--- config.mk ---
export PLATFORM = sky130hd
export DESIGN_NAME = ball_motion
export DESIGN_NICKNAME = d
export VERILOG_FILES = /design/src/rtl/ball_motion.sv
export SDC_FILE = /design/constraint.sdc
export NUM_CORES = 1
export LEC_CHECK = 0
export BUFFER_PORTS_ARGS = -buffer_cell sky130_fd_sc_hd__buf_2
export CAP_MARGIN = 10
export CORE_MARGIN = 2
export CORE_UTILIZATION = 35
export DETAILED_ROUTE_END_ITERATION = 16
export PLACE_DENSITY = 0.59
export SETUP_SLACK_MARGIN = 0.2
export SLEW_MARGIN = 20
export SYNTH_ARGS = -nofsm -noshare
export SYNTH_HDL_FRONTEND = slang
export SYNTH_SLANG_ARGS = --single-unit
--- constraint.sdc ---
create_clock -name clk -period 10.2 [get_ports clk]
set_clock_uncertainty 0.05 [all_clocks]
set_input_delay 2.04 -clock clk [delete_from_list [all_inputs] [get_ports clk]]
set_output_delay 2.04 -clock clk [all_outputs]
set_load 0.03 [all_outputs]
--- src/rtl/ball_motion.sv ---
`default_nettype none
//==============================================================================
// Module   : ball_motion
// Purpose  : Per-ball motion integrator. Holds the ball velocity and
//            fixed-point position, launches the ball on a cue strike, adopts
//            the friction-adjusted speed once per frame, advances the
//            position, and reflects velocity off the table cushions.
// Ports    : clk, reset          - clock, synchronous active-high reset
//            frame_tick          - once-per-frame position-update strobe
//            cue_hit, cue_*speed - cue strike and signed launch velocity
//            *speed_fric, done_fric - friction stage speed and stopped flag
//            xspeed, yspeed      - current velocity registers
//            ball_x, ball_y      - integer pixel position
//            wall_hit, any_hit   - {left,right,top,bottom} contact pulses
//            moving, motion_state- status / debug
// Revision : 1.0 - initial release
//==============================================================================
module ball_motion #(
    parameter int FRAC_BITS = 4,
    parameter int X_MIN     = 16,
    parameter int X_MAX     = 992,
    parameter int Y_MIN     = 16,
    parameter int Y_MAX     = 736,
    parameter int X_INIT    = 300,
    parameter int Y_INIT    = 384
) (
    input  logic        clk,
    input  logic        reset,
    input  logic        frame_tick,
    input  logic        cue_hit,
    input  logic [10:0] cue_xspeed,
    input  logic [10:0] cue_yspeed,
    input  logic [10:0] xspeed_fric,
    input  logic [10:0] yspeed_fric,
    input  logic        done_fric,
    output logic [10:0] xspeed,
    output logic [10:0] yspeed,
    output logic [10:0] ball_x,
    output logic [9:0]  ball_y,
    output logic [3:0]  wall_hit,
    output logic        any_hit,
    output logic        moving,
    output logic [1:0]  motion_state
);

    localparam int c_PW_X = 11 + FRAC_BITS;      // x position register width
    localparam int c_PW_Y = 10 + FRAC_BITS;      // y position register width
    localparam int c_NW   = 11 + FRAC_BITS + 2;  // signed candidate width

    localparam logic signed [c_NW-1:0] c_X_LO = c_NW'(X_MIN << FRAC_BITS);
    localparam logic signed [c_NW-1:0] c_X_HI = c_NW'(X_MAX << FRAC_BITS);
    localparam logic signed [c_NW-1:0] c_Y_LO = c_NW'(Y_MIN << FRAC_BITS);
    localparam logic signed [c_NW-1:0] c_Y_HI = c_NW'(Y_MAX << FRAC_BITS);

    localparam logic [1:0] c_IDLE   = 2'd0;
    localparam logic [1:0] c_MOVING = 2'd1;
    localparam logic [1:0] c_SETTLE = 2'd2;

    logic [1:0]        r_state;
    logic [1:0]        w_state_nxt;
    logic [c_PW_X-1:0] r_pos_x;
    logic [c_PW_Y-1:0] r_pos_y;
    logic [10:0]       r_xspeed;
    logic [10:0]       r_yspeed;
    logic [3:0]        r_wall_hit;
    logic              r_any_hit;

    logic signed [c_NW-1:0] w_nx;
    logic signed [c_NW-1:0] w_ny;
    logic [c_PW_X-1:0]      w_pos_x_nxt;
    logic [c_PW_Y-1:0]      w_pos_y_nxt;
    logic [10:0]            w_xspeed_nxt;
    logic [10:0]            w_yspeed_nxt;
    logic [3:0]             w_hit;

    // Two's-complement negate; -1024 has no positive counterpart in 11 bits,
    // so it saturates to +1023 instead of wrapping back to itself.
    function automatic logic [10:0] f_neg(input logic [10:0] v);
        f_neg = (v == 11'h400) ? 11'h3FF : (~v + 11'd1);
    endfunction

    // Candidate positions: position zero-extended, speed sign-extended, with
    // two guard bits so both underflow and overflow stay representable.
    assign w_nx = $signed({{(c_NW-c_PW_X){1'b0}}, r_pos_x})
                + $signed({{(c_NW-11){xspeed_fric[10]}}, xspeed_fric});
    assign w_ny = $signed({{(c_NW-c_PW_Y){1'b0}}, r_pos_y})
                + $signed({{(c_NW-11){yspeed_fric[10]}}, yspeed_fric});

    // Per-axis cushion resolution; the axes are independent so a corner
    // contact raises two hit bits at once.
    always_comb begin
        w_pos_x_nxt  = w_nx[c_PW_X-1:0];
        w_xspeed_nxt = xspeed_fric;
        w_pos_y_nxt  = w_ny[c_PW_Y-1:0];
        w_yspeed_nxt = yspeed_fric;
        w_hit        = 4'b0000;
        if (w_nx < c_X_LO) begin
            w_pos_x_nxt  = c_X_LO[c_PW_X-1:0];
            w_xspeed_nxt = f_neg(xspeed_fric);
            w_hit[3]     = 1'b1;
        end else if (w_nx > c_X_HI) begin
            w_pos_x_nxt  = c_X_HI[c_PW_X-1:0];
            w_xspeed_nxt = f_neg(xspeed_fric);
            w_hit[2]     = 1'b1;
        end
        if (w_ny < c_Y_LO) begin
            w_pos_y_nxt  = c_Y_LO[c_PW_Y-1:0];
            w_yspeed_nxt = f_neg(yspeed_fric);
            w_hit[1]     = 1'b1;
        end else if (w_ny > c_Y_HI) begin
            w_pos_y_nxt  = c_Y_HI[c_PW_Y-1:0];
            w_yspeed_nxt = f_neg(yspeed_fric);
            w_hit[0]     = 1'b1;
        end
    end

    // State register
    always_ff @(posedge clk) begin
        if (reset) begin
            r_state <= c_IDLE;
        end else begin
            r_state <= w_state_nxt;
        end
    end

    // Next-state logic
    always_comb begin
        w_state_nxt = r_state;
        case (r_state)
            c_IDLE:   if (cue_hit)    w_state_nxt = c_MOVING;
            c_MOVING: if (done_fric)  w_state_nxt = c_SETTLE;
            c_SETTLE: if (!done_fric) w_state_nxt = c_IDLE;
            default:                  w_state_nxt = c_IDLE;
        endcase
    end

    // Datapath: velocity, position and contact pulses
    always_ff @(posedge clk) begin
        if (reset) begin
            r_pos_x    <= c_PW_X'(X_INIT << FRAC_BITS);
            r_pos_y    <= c_PW_Y'(Y_INIT << FRAC_BITS);
            r_xspeed   <= 11'd0;
            r_yspeed   <= 11'd0;
            r_wall_hit <= 4'b0000;
            r_any_hit  <= 1'b0;
        end else begin
            r_wall_hit <= 4'b0000;
            r_any_hit  <= 1'b0;
            case (r_state)
                c_IDLE: begin
                    // A coincident frame_tick is ignored: launch only.
                    if (cue_hit) begin
                        r_xspeed <= cue_xspeed;
                        r_yspeed <= cue_yspeed;
                    end
                end
                c_MOVING: begin
                    // Stopping wins over a same-cycle frame update.
                    if (done_fric) begin
                        r_xspeed <= 11'd0;
                        r_yspeed <= 11'd0;
                    end else if (frame_tick) begin
                        r_pos_x    <= w_pos_x_nxt;
                        r_pos_y    <= w_pos_y_nxt;
                        r_xspeed   <= w_xspeed_nxt;
                        r_yspeed   <= w_yspeed_nxt;
                        r_wall_hit <= w_hit;
                        r_any_hit  <= |w_hit;
                    end
                end
                default: ;
            endcase
        end
    end

    assign xspeed       = r_xspeed;
    assign yspeed       = r_yspeed;
    assign ball_x       = r_pos_x[FRAC_BITS+10:FRAC_BITS];
    assign ball_y       = r_pos_y[FRAC_BITS+9:FRAC_BITS];
    assign wall_hit     = r_wall_hit;
    assign any_hit      = r_any_hit;
    assign moving       = (r_state == c_MOVING);
    assign motion_state = r_state;

endmodule
`default_nettype wire

==> flow_metrics.py <==
metrics = {
    "pwr": {
        "power.leakage_nw": 2.410,
        "combPwrFrac_pct": 23.8,
        "p_sw_share_pct": 30.07,
        "switching_power_mw": 0.2482,
        "ir_drop_mv": 0.08945,
        "p_int_mw": 0.5772,
        "p_per_area_mw_per_mm2": 147.4,
        "power_frac_seq_pct": 29.9,
        "pwr-share-clk_pct": 46.3,
    },
    "yosys": {
        "synthCells": 604,
        "async_reset_ff_share_pct": 0,
        "synth_flop_cell": "dfxtp_1",
        "synth_cell_types": 73,
        "avgSynthCellArea_um2": 7.893,
        "synth_nets": 688,
        "synth.yosys.seq_area_share_pct": 24.36,
        "synth_area_mm2": 0.004767,
        "ys_ff_latch": 58,
        "yosysWarnings": 0,
        "synth_edf_count": 0,
    },
    "floorplanning": {
        "die_h_um": 120.7,
        "io_pins": 100,
        "row_count": 42,
        "dieWidth_um": 120.7,
        "dieArea_mm2": 0.01457,
        "start_util_pct": 35.86,
        "coreArea_mm2": 0.01330,
    },
    "timing": {
        "rsz0062_at_grt": "no",
        "setup_viol": 0,
        "post-route-period-util_pct": 53.03,
        "slew_headroom_pct": 52.15,
        "finalCriticalPeriod_ps": 5409,
        "max_freq_mhz": 184.9,
        "worst_pin_slew_ps": 717.7,
        "tns_ps": 0,
        "slew_viol_final": 0,
        "hold_viol_final": 0,
    },
    "grt": {
        "overflow": 0,
        "gr-usage-all-layers_pct": 20.54,
        "grt_pass1_vias": 4571,
        "grt_max_degree": 45,
        "antenna_found_initial": 1,
        "grt_pass1_wl_um": 23870,
    },
    "routing": {
        "wl_per_cell_um": 17.66,
        "firstDrtPassIters": 5,
        "drtIter0Drc": 395,
        "ant_nets": 0,
        "num_vias": 4934,
        "vias_per_cell": 5.805,
        "drt-total-wl_um": 15010,
        "drc": 0,
    },
    "placement": {
        "io_buffers": 99,
        "dpl.hpwl_um": 11530,
        "gp_congestion": 0.8822,
        "placedCellCount": 834,
    },
    "clock_tree": {
        "clockBufferDepth": 2,
        "h-tree-depth": 3,
        "insertion_delay_ps": 340,
        "cts-root-buf": "clkbuf_16",
        "clk_transition_reported_paths_ps": 50,
        "clock_sinks": 58,
        "cts_tree": "yes",
        "hold_buffers": 0,
        "post_cts_buffers": 0,
        "cts_made_buffers": 9,
        "cts_resized": 0,
    },
    "setup_path": {
        "worstSetupStartpointType": "input port",
        "r2r_start": "r_pos_x[0]",
        "endpoint_kind": "flop",
        "critPathKind": "in -> reg",
        "critPathRequiredTime_ps": 10410,
        "crit_path_max_fanout": 15,
        "arrival_ps": 5620,
        "critPathLaunch": "xspeed_fric[0]",
    },
    "run_status": {
        "status": "finished clean",
    },
    "hold_path": {
        "hold_start": "r_pos_x[0]",
        "hold_class": "reg -> reg",
    },
    "cells_and_area": {
        "fin_cells": 850,
        "nNetsFinal": 753,
        "syn2layout_area_growth_pct": 17.48,
        "layout_commonest_cell": "buf_2",
        "final_cell_mix": "buf_2, a21oi_1, dfxtp_1",
        "drive_gt1_share_pct": 21.96,
        "antenna_cells": 0,
    },
    "run": {
        "drv_cap": 0,
    },
}
## stage by stage
step	cell area, um2	total power, mW	utilization, %	hold slack [ps]	setup WS, ps
after detailed placement	5233	0.4459	39.36	399.7	4493
final	5600	0.8254	42.12	409.0	4791
after floorplan	4767	0.3918	-	385.6	5106
after global routing	5600	0.8614	42.12	436.1	4454
after CTS	5600	0.8272	42.12	407.2	4822
after global placement	5233	0.4424	39.36	392.4	4562
## critical path, cell delays in order
cell       delay (ps)
buf_2             120
ha_1              170
inv_1              50
fa_1              410
nand2b_1          190
a211oi_2          390
o21ai_0           200
a2111oi_0         480
nand4b_1          160
and4_1            270
or4_4             620
or3_1             360
a21oi_1           150
## registers in the layout, indices dropped and copies added, names as in the netlist
| signal | count |
|---|---|
| motion_state | 2 |
| r_pos_y | 14 |
| yspeed | 11 |
| r_pos_x | 15 |
| xspeed | 11 |
| any_hit | 1 |
| wall_hit | 4 |
## final timing paths
kind,depth (start not counted),endpoint,slack [ps]
setup / recovery,13,r_pos_x[5],4790
hold / removal,2,r_pos_x[0],410
setup reg to reg,12,r_pos_x[5],6300
hold reg to reg,2,r_pos_x[0],410
## power by group through the flow
stage / clock network [mW] / logic, mW / registers, mW
2_1_floorplan: 0 / 0.123 / 0.268
6_report: 0.382 / 0.197 / 0.247
5_1_grt: 0.397 / 0.216 / 0.248
3_3_place_gp: 0 / 0.191 / 0.251
4_1_cts: 0.385 / 0.195 / 0.247
3_5_place_dp: 0 / 0.194 / 0.252
## area by class of cell
class,count,area [um2]
Clock buffer,11,242.7
Clock inverter,5,125.1
Fill cell,1332,7695
Inverter,18,67.56
Multi-Input combinational cell,478,3251
Sequential cell,58,1161
Tap cell,176,220.2
Timing Repair Buffer,104,533.0
## metal layers
layer	GRT usage [%]	wire length (um)	vias to the layer above
met5	0	13	-
met4	5.087	185	2
met3	3.113	998	16
met2	31.96	6473	189
met1	29.66	7341	2348
li1	-	-	2379
## kinds of logic (layout without fill, tap and decap cells)
logic type | Yosys count | in the layout | share of synthesized area [%]
AO/OA/AOI/OAI | 223 | 223 | 31.55
AND/OR/NAND/NOR | 196 | 196 | 22.55
buffers and inverters | 68 | 138 | 7.559
flip-flops | 58 | 58 | 24.36
adder cells (fa/ha/maj) | 35 | 35 | 9.501
XOR/XNOR | 22 | 22 | 4.042
multiplexers | 2 | 2 | 0.4462
## Yosys cell counts, drive strengths merged (16+ instances only)
master / n / area, um2
a21oi: 82 / 414.2
clkbuf: 21 / 78.83
nand2: 42 / 157.7
nor2: 31 / 116.4
ha: 33 / 412.9
or3: 20 / 125.1
buf: 29 / 214.0
and3: 17 / 111.4
nand3: 16 / 80.08
dfxtp: 58 / 1161
o21ai: 28 / 140.1
inv: 18 / 67.56
a211oi: 20 / 160.2
No activity file was read; power rests on OpenSTA's default activity.
